`src/rtl/pixel_axi_burst_writer.sv`:
```
// Purpose: writes a frame of packed pixels to memory as a sequence of fixed-length AXI4 write bursts.
// Latency: W data is a zero-latency pass-through from the pixel stream. AW and B handshakes use registered valid/ready.
// Backpressure: pix_ready_o follows s_wready_i only while in W. AW is held until s_awready_i. One burst is in flight at a time.
//
// Ports:
//   clk, rst_n                       clock and asynchronous active-low reset
//   frame_start_i, base_addr_i,      frame request; base and burst count are sampled when the request is accepted
//   frame_bursts_i
//   pix_data_i/pix_valid_i/pix_ready_o   packed-pixel input stream
//   s_aw*, s_w*, s_b*                AXI4 write address, data and response channels (master side)
//   busy_o, frame_done_o, resp_err_o status: frame in progress, completion pulse, sticky error on a non-OKAY response
module pixel_axi_burst_writer #(
    parameter int DATA_W            = 32,
    parameter int ADDR_W            = 32,
    parameter int MST_ID_W          = 5,
    parameter int TRANS_DATA_LEN_W  = 8,
    parameter int TRANS_DATA_SIZE_W = 3,
    parameter int TRANS_RESP_W      = 2,
    parameter int BURST_LEN         = 16,
    parameter int MST_ID            = 0
) (
    input  logic                         clk,
    input  logic                         rst_n,
    input  logic                         frame_start_i,
    input  logic [ADDR_W-1:0]            base_addr_i,
    input  logic [15:0]                  frame_bursts_i,
    input  logic [DATA_W-1:0]            pix_data_i,
    input  logic                         pix_valid_i,
    output logic                         pix_ready_o,
    output logic [MST_ID_W-1:0]          s_awid_o,
    output logic [ADDR_W-1:0]            s_awaddr_o,
    output logic [TRANS_DATA_LEN_W-1:0]  s_awlen_o,
    output logic [TRANS_DATA_SIZE_W-1:0] s_awsize_o,
    output logic                         s_awvalid_o,
    input  logic                         s_awready_i,
    output logic [DATA_W-1:0]            s_wdata_o,
    output logic                         s_wlast_o,
    output logic                         s_wvalid_o,
    input  logic                         s_wready_i,
    input  logic [MST_ID_W-1:0]          s_bid_i,
    input  logic [TRANS_RESP_W-1:0]      s_bresp_i,
    input  logic                         s_bvalid_i,
    output logic                         s_bready_o,
    output logic                         busy_o,
    output logic                         frame_done_o,
    output logic                         resp_err_o
);

    localparam int AWSIZE = $clog2(DATA_W / 8);
    localparam int BEAT_W = (BURST_LEN > 1) ? $clog2(BURST_LEN) : 1;

    localparam logic [TRANS_DATA_SIZE_W-1:0] AWSIZE_V  = TRANS_DATA_SIZE_W'(AWSIZE);
    localparam logic [TRANS_DATA_LEN_W-1:0]  AWLEN_V   = TRANS_DATA_LEN_W'(BURST_LEN - 1);
    localparam logic [ADDR_W-1:0]            ADDR_INC  = ADDR_W'(BURST_LEN * (DATA_W / 8));
    // Clears the byte-offset bits so every burst starts on a data-word boundary.
    localparam logic [ADDR_W-1:0]            ADDR_MASK = ~((ADDR_W'(1) << AWSIZE) - ADDR_W'(1));
    localparam logic [BEAT_W-1:0]            LAST_BEAT = BEAT_W'(BURST_LEN - 1);

    typedef enum logic [1:0] {
        ST_IDLE = 2'd0,
        ST_AW   = 2'd1,
        ST_W    = 2'd2,
        ST_B    = 2'd3
    } state_t;

    state_t              state_q;
    logic [ADDR_W-1:0]   cur_addr_q;
    logic [15:0]         frame_bursts_q;
    logic [15:0]         burst_cnt_q;
    logic [BEAT_W-1:0]   beat_cnt_q;
    logic                awvalid_q;
    logic                bready_q;
    logic                frame_done_q;
    logic                resp_err_q;

    logic                in_w;
    logic                beat_fire;
    logic                unused_bid;

    // Response ID is not needed: only one burst is ever outstanding.
    assign unused_bid = ^s_bid_i;

    // W channel is a direct pass-through, gated so no pixel moves outside W.
    assign in_w        = (state_q == ST_W);
    assign s_wdata_o   = pix_data_i;
    assign s_wvalid_o  = in_w & pix_valid_i;
    assign pix_ready_o = in_w & s_wready_i;
    assign s_wlast_o   = in_w && (beat_cnt_q == LAST_BEAT);
    assign beat_fire   = in_w & pix_valid_i & s_wready_i;

    assign s_awid_o     = MST_ID_W'(MST_ID);
    assign s_awaddr_o   = cur_addr_q;
    assign s_awlen_o    = AWLEN_V;
    assign s_awsize_o   = AWSIZE_V;
    assign s_awvalid_o  = awvalid_q;
    assign s_bready_o   = bready_q;
    assign busy_o       = (state_q != ST_IDLE);
    assign frame_done_o = frame_done_q;
    assign resp_err_o   = resp_err_q;

    always_ff @(posedge clk or negedge rst_n) begin
        if (!rst_n) begin
            state_q        <= ST_IDLE;
            cur_addr_q     <= '0;
            frame_bursts_q <= '0;
            burst_cnt_q    <= '0;
            beat_cnt_q     <= '0;
            awvalid_q      <= 1'b0;
            bready_q       <= 1'b0;
            frame_done_q   <= 1'b0;
            resp_err_q     <= 1'b0;
        end else begin
            frame_done_q <= 1'b0;
            case (state_q)
                ST_IDLE: begin
                    if (frame_start_i) begin
                        resp_err_q <= 1'b0;
                        if (frame_bursts_i != 16'd0) begin
                            cur_addr_q     <= base_addr_i & ADDR_MASK;
                            frame_bursts_q <= frame_bursts_i;
                            burst_cnt_q    <= '0;
                            beat_cnt_q     <= '0;
                            awvalid_q      <= 1'b1;
                            state_q        <= ST_AW;
                        end else begin
                            // Empty frame: complete immediately without touching the bus.
                            frame_done_q <= 1'b1;
                        end
                    end
                end
                ST_AW: begin
                    if (s_awready_i) begin
                        awvalid_q <= 1'b0;
                        state_q   <= ST_W;
                    end
                end
                ST_W: begin
                    if (beat_fire) begin
                        if (beat_cnt_q == LAST_BEAT) begin
                            beat_cnt_q <= '0;
                            bready_q   <= 1'b1;
                            state_q    <= ST_B;
                        end else begin
                            beat_cnt_q <= beat_cnt_q + BEAT_W'(1);
                        end
                    end
                end
                ST_B: begin
                    if (s_bvalid_i) begin
                        bready_q    <= 1'b0;
                        burst_cnt_q <= burst_cnt_q + 16'd1;
                        cur_addr_q  <= (cur_addr_q + ADDR_INC) & ADDR_MASK;
                        if (s_bresp_i != '0) begin
                            resp_err_q <= 1'b1;
                        end
                        if (burst_cnt_q == frame_bursts_q - 16'd1) begin
                            frame_done_q <= 1'b1;
                            state_q      <= ST_IDLE;
                        end else begin
                            awvalid_q <= 1'b1;
                            state_q   <= ST_AW;
                        end
                    end
                end
                default: state_q <= ST_IDLE;
            endcase
        end
    end

endmodule

```
`config.mk`:
```
export PLATFORM = sky130hd
export DESIGN_NAME = pixel_axi_burst_writer
export DESIGN_NICKNAME = d
export VERILOG_FILES = /design/src/rtl/pixel_axi_burst_writer.sv
export SDC_FILE = /design/constraint.sdc
export NUM_CORES = 1
export LEC_CHECK = 0
export ABC_AREA = 1
export CAP_MARGIN = 15
export CORE_MARGIN = 10
export CORE_UTILIZATION = 46
export DETAILED_ROUTE_END_ITERATION = 12
export PLACE_DENSITY = 0.81
export SLEW_MARGIN = 0
export SYNTH_ARGS = -nofsm -noshare
export SYNTH_HDL_FRONTEND = slang
export SYNTH_SLANG_ARGS = --single-unit
```
`constraint.sdc`:
```
create_clock -name clk -period 2.55 [get_ports clk]
set_input_delay 0.51 -clock clk [delete_from_list [all_inputs] [get_ports clk]]
set_output_delay 0.51 -clock clk [all_outputs]
set_load 0.02 [all_outputs]
```
# After elaboration in Yosys (flattened, before gate mapping)

Cells that the tools add are included.

Register bits: 74
Input port bits: 94
Output and inout bits: 88
Logic and storage cells: 85

Add/sub/neg operators: 4
Eq/ne operators: 13
Muxes and demuxes: 40
Bitwise logic cells: 3
Reduce and logical (&&, ||, !) cells: 16

Operators by type and width:

| cell                                                                  | count |
|---|---|
| 32-bit 2-to-1 mux                                                     | 3 |
| 32-bit one-hot mux with 2 select lines                                | 1 |
| 16-bit 2-to-1 mux                                                     | 3 |
| 32-bit by 7-bit adder with 32-bit output (second input constant)      | 1 |
| 16-bit one-hot mux with 2 select lines                                | 1 |
| 16-bit by 1-bit adder with 16-bit output (second input constant)      | 1 |
| 16-bit equality test                                                  | 1 |
| 1-bit 2-to-1 mux                                                      | 16 |
| 4-bit 2-to-1 mux                                                      | 4 |
| 4-bit AND reduction                                                   | 4 |
| 16-bit nonzero test                                                   | 1 |
| 16-bit by 1-bit subtractor with 16-bit output (second input constant) | 1 |
| 2-bit 2-to-1 mux                                                      | 6 |
| 2-bit != test (second input constant)                                 | 6 |
| 6-bit AND reduction                                                   | 2 |
| 2-bit nonzero test                                                    | 5 |
| 2-bit one-hot mux with 4 select lines                                 | 1 |
| 4-bit one-hot mux with 2 select lines                                 | 1 |
| 1-bit one-hot mux with 2 select lines                                 | 3 |
| 4-bit by 1-bit adder with 4-bit output (second input constant)        | 1 |
| 2-bit equality test (second input constant)                           | 2 |
| 4-bit equality test (second input constant)                           | 1 |
| 2-bit by 1-bit != test with 1-bit output (second input constant)      | 2 |
| 1-bit AND                                                             | 3 |
| other kinds (6)                                                       | 6 |

# Depth between registers and ports, before layout

Depth in word-level cells: 5
Depth in mapped cells: 17
Gate-level depth less buffers: 16

# Least setup slack after synthesis

Ideal clock, no wire load.

Path kind: register to register
Start point: reg state_q[0]
End point: reg burst_cnt_q[7]
Setup time: 0.125 ns
Data arrival time: 1.866 ns
Required time: 2.425 ns
Setup slack: 0.559 ns
Cell stages (with the launch flop): 13
Buffers on the path: 1
Clock period less this slack: 1.991 ns
Cell sequence: dfrtp_1 > inv_1 > ha_1 > inv_1 > or2_2 > nand2_1 > a21oi_2 > nand2_2 > buf_6 > nor2_4 > nand2_2 > nor3_1 > nor3_2

Cells in the longest elaborated chain, start to end: 3
Elaborated cells between the ends (all ways): 8
Those cells by class: eq/ne (4); mux (1); reduce/logical (3)

Ends and longest elaborated chain:

| element                                                              | RTL line | text |
|---|---|---|
| start: declaration                                                   | 66       | `state_t state_q;` |
| start signal: assignment                                             | 103      | `state_q <= ST_IDLE;` |
| start signal: assignment                                             | 124      | `state_q <= ST_AW;` |
| start signal: assignment                                             | 134      | `state_q <= ST_W;` |
| 2-bit equality test or 2-bit zero test (tied branches)               | 114      | `case (state_q)` |
| 2-bit != test (no source line) or 2-bit nonzero test (tied branches) | --       |  |
| 4-bit AND reduction (no source line)                                 | --       |  |
| end signal: assignment                                               | 151      | `burst_cnt_q <= burst_cnt_q + 16'd1;` |
| end: declaration                                                     | 69       | `logic [15:0] burst_cnt_q;` |

Several ways; a longest one is shown, not always the timed one.
A chain may end at the register's enable or synchronous reset.

# Worst setup path after layout

Start point: reg state_q[0]
End point: out s_wvalid_o

Cells in the longest elaborated chain, start to end: 2

Ends and longest elaborated chain:

| element             | RTL line | text |
|---|---|---|
| 2-bit equality test | 84       | `assign in_w = (state_q == ST_W);` |
| 1-bit AND           | 86       | `assign s_wvalid_o = in_w & pix_valid_i;` |
| end: declaration    | 38       | `output logic s_wvalid_o,` |

Every way passes these cells.

==> results.py <==
metrics = {
    "worst_setup_path": {
        "worstSetupEndpointType": "output pin",
        "path_cells": "inv_1 > ha_1 > buf_4 > nand2_1 > inv_1 > clkdlybuf4s50_1",
        "worstPathArrival_ns": 1.92,
        "slowest_delay_ns": 0.59,
        "startpoint": "state_q[0]$_DFFE_PN0P_",
        "reg2reg_from": "state_q[0]$_DFFE_PN0P_",
        "crit_path_top_delay_cell": "clkdlybuf4s50_1",
        "path_buf_inv": 4,
        "path_depth": 6,
        "crit_path_frequent_cell": "inv_1",
        "crit_path_max_fanout": 7,
        "start_kind": "flop",
        "path_delay_family": "buffers and inverters",
        "required_ns": 2.04,
        "crit_type": "reg -> out",
        "rr_worst_depth": 12,
    },
    "route": {
        "wl_mm": 13.1,
        "wl_per_cell_microns": 14.1,
        "route.detailed.drc": 0,
        "dr.pass1.iters": 5,
        "drt_iter0_drc": 290,
        "via_count": 4686,
        "vias_per_cell": 5.02,
        "ant_nets": 0,
    },
    "timing": {
        "hold_violations": 0,
        "finalSetupTns_ns": 0,
        "finalSetupViolCount": 0,
        "rsz0062_at_grt": "false",
        "whs_ns": 0.0379,
        "period_needed_ns": 2.43,
        "clock.fmax_mhz": 412,
        "min_period_over_period": 0.951,
        "finClkSkew_ns": 0.00590,
        "finalMaxSlewViolations": 0,
    },
    "synth": {
        "syn_inst": 727,
        "synth-simple-area-share": 0.298,
        "synth_compound_area_frac": 0.116,
        "synth_xor_xnor_area_share": 0.0649,
        "yosys.area.top_type": "dfrtp_1",
        "avgSynthCellArea_sq_um": 7.24,
        "async_reset_ff_frac": 1.00,
        "synth_sequential_area_ratio": 0.342,
        "synth_area_leaders": "dfrtp_1 34%, nand2_1 12%, buf_4 7.3%",
        "yosys_register_bits": 72,
        "yosys_warnings": 0,
        "synth_fa_ha_area_frac": 0.0214,
        "synth_edf_count": 0,
        "synth_top_flop_cell": "dfrtp_1",
        "synth_cell_type_count": 47,
        "synth_top_family_by_area": "simple AND/OR/NAND/NOR gates",
        "yosysTopAreaCellShare": 0.342,
        "syn-cell-area_sq_um": 5270,
        "muxShareOfSynthArea": 0.00190,
    },
    "final_layout": {
        "antenna_cells": 0,
        "drive_gt1_frac": 0.0961,
        "final_cell_mix": "170 x nand2_1, 90 x clkdlybuf4s50_1, 78 x inv_1",
        "finalNetCount": 890,
        "area_delta_synth_final_pct": 20.7,
        "layout_commonest_cell": "nand2_1",
        "fin_cells": 934,
        "fin_area_sq_um": 6360,
    },
    "power": {
        "p_per_area_nw_per_um2": 1170,
        "p_leak_uw": 0.00293,
        "vdd_ir_drop_max_v": 0.000714,
    },
    "run": {
        "max_cap_viol_count": 0,
    },
    "min_path": {
        "hold_class": "in -> async",
    },
    "clock_tree": {
        "clock_latency_ns": 0.33,
        "cts_buffer_depth": 2,
        "root_buffer": "clkbuf_16",
        "clk_pin_slew_ns": 0.06,
        "cts.sinks": 72,
        "htreeDepth": 3,
        "cts_tree": "done",
        "numCtsBuffers": 9,
        "cts_setup_buffers": 0,
    },
    "global_route": {
        "track_usage": 0.161,
        "antenna_found_initial": 0,
        "grt_max_degree": 37,
        "grt_pass1_wl_mm": 22.0,
        "grt_overflow": 0,
        "grt_pass1_vias": 4572,
    },
    "floorplanning": {
        "start_util": 0.465,
        "die_x_microns": 127,
        "core_sq_um": 11300,
        "rows": 39,
        "die_h_microns": 127,
        "ios": 182,
        "die_area_sq_um": 16100,
    },
    "placement": {
        "place_inst": 919,
        "place_area_sq_um": 6030,
        "post-dp-hpwl_mm": 10.2,
        "gp_congestion": 0.908,
        "io_buffers": 92,
    },
    "run_status": {
        "status": "finished, final reports clean",
    },
}
report_power, final:
part	switching (uW)	total (uW)	internal [uW]
Combinational	2380	3970	1600
Sequential	512	2090	1580
Clock	473	1380	904
per-stage QoR:
step / setup slack (ns) / total power (uW) / util
2_1_floorplan: 0.559 / 4840 / -
3_3_place_gp: 0.153 / 5980 / 0.533
3_5_place_dp: 0.121 / 6080 / 0.533
4_1_cts: 0.0710 / 7490 / 0.561
5_1_grt: 0.0416 / 8080 / 0.561
6_report: 0.125 / 7440 / 0.561
sequential cells by signal, indices dropped and copies added, names as in the netlist:
name,flops
s_awvalid_o,1
s_bready_o,1
burst_cnt_q,16
s_awaddr_o,30
beat_cnt_q,4
frame_done_o,1
frame_bursts_q,16
state_q,2
resp_err_o,1
path summary, 6_finish.rpt:
| path | slack, ns | endpoint |
|---|---|---|
| setup / recovery | 0.12 | s_wvalid_o |
| hold / removal | 0.04 | s_awaddr_o[6]$_DFFE_PN0P_ |
| setup reg to reg | 0.25 | burst_cnt_q[6]$_DFFE_PN0P_ |
| hold reg to reg | 0.48 | s_awvalid_o$_DFFE_PN0P_ |
| max in group asynchronous | 1.91 | frame_bursts_q[12]$_DFFE_PN0P_ |
| min in group clk | 0.48 | s_awvalid_o$_DFFE_PN0P_ |
layout make-up:
class	instances	area, sq um
fill	1048	4960
inverter	87	329
sequential	72	1800
tap	143	179
multi-input combinational	514	2710
clock inverter	3	65.1
timing repair buffer	103	1010
clock buffer	12	256
per-layer routing:
layer | GRT usage | vias up | part of all wire
met5 | 0 | - | 0
met4 | 0.0402 | 0 | 0.011
met3 | 0.0583 | 16 | 0.076
met2 | 0.257 | 120 | 0.48
met1 | 0.202 | 2167 | 0.44
li1 | - | 2383 | -
cell families (layout without fill, tap and decap cells):
family,Yosys count,in the layout
mux,1,1
flops,72,72
simple gates,340,340
xor+xnor,39,39
fa+ha+maj,9,9
other cells,2,18
buf+inv,157,205
compound gates,107,107
what timing repair did:
action / in CTS / in global routing
setup endpoints to repair: 0 / 1
hold buffers: 0 / 0
resized for setup: 0 / 1
cell usage after synthesis (3+ instances only):
| master | instances |
|---|---|
| nand2_1 | 170 |
| inv_1 | 78 |
| dfrtp_1 | 72 |
| nor2_1 | 61 |
| buf_4 | 51 |
| o21ai_0 | 45 |
| nand3_1 | 36 |
| xor2_1 | 26 |
| a21oi_1 | 21 |
| nor3_1 | 15 |
| o22ai_1 | 14 |
| nor2_2 | 13 |
| xnor2_1 | 13 |
| nand2_2 | 11 |
| buf_2 | 10 |
| nand4_1 | 10 |
| ha_1 | 9 |
| o31ai_1 | 8 |
| inv_2 | 7 |
| nor2_4 | 6 |
| o21ai_1 | 6 |
| clkbuf_1 | 5 |
| nand3b_1 | 4 |
| nand3_2 | 3 |
| nor4_1 | 3 |
| o211ai_1 | 3 |
Note: power is estimated with default switching activity, not from simulation.
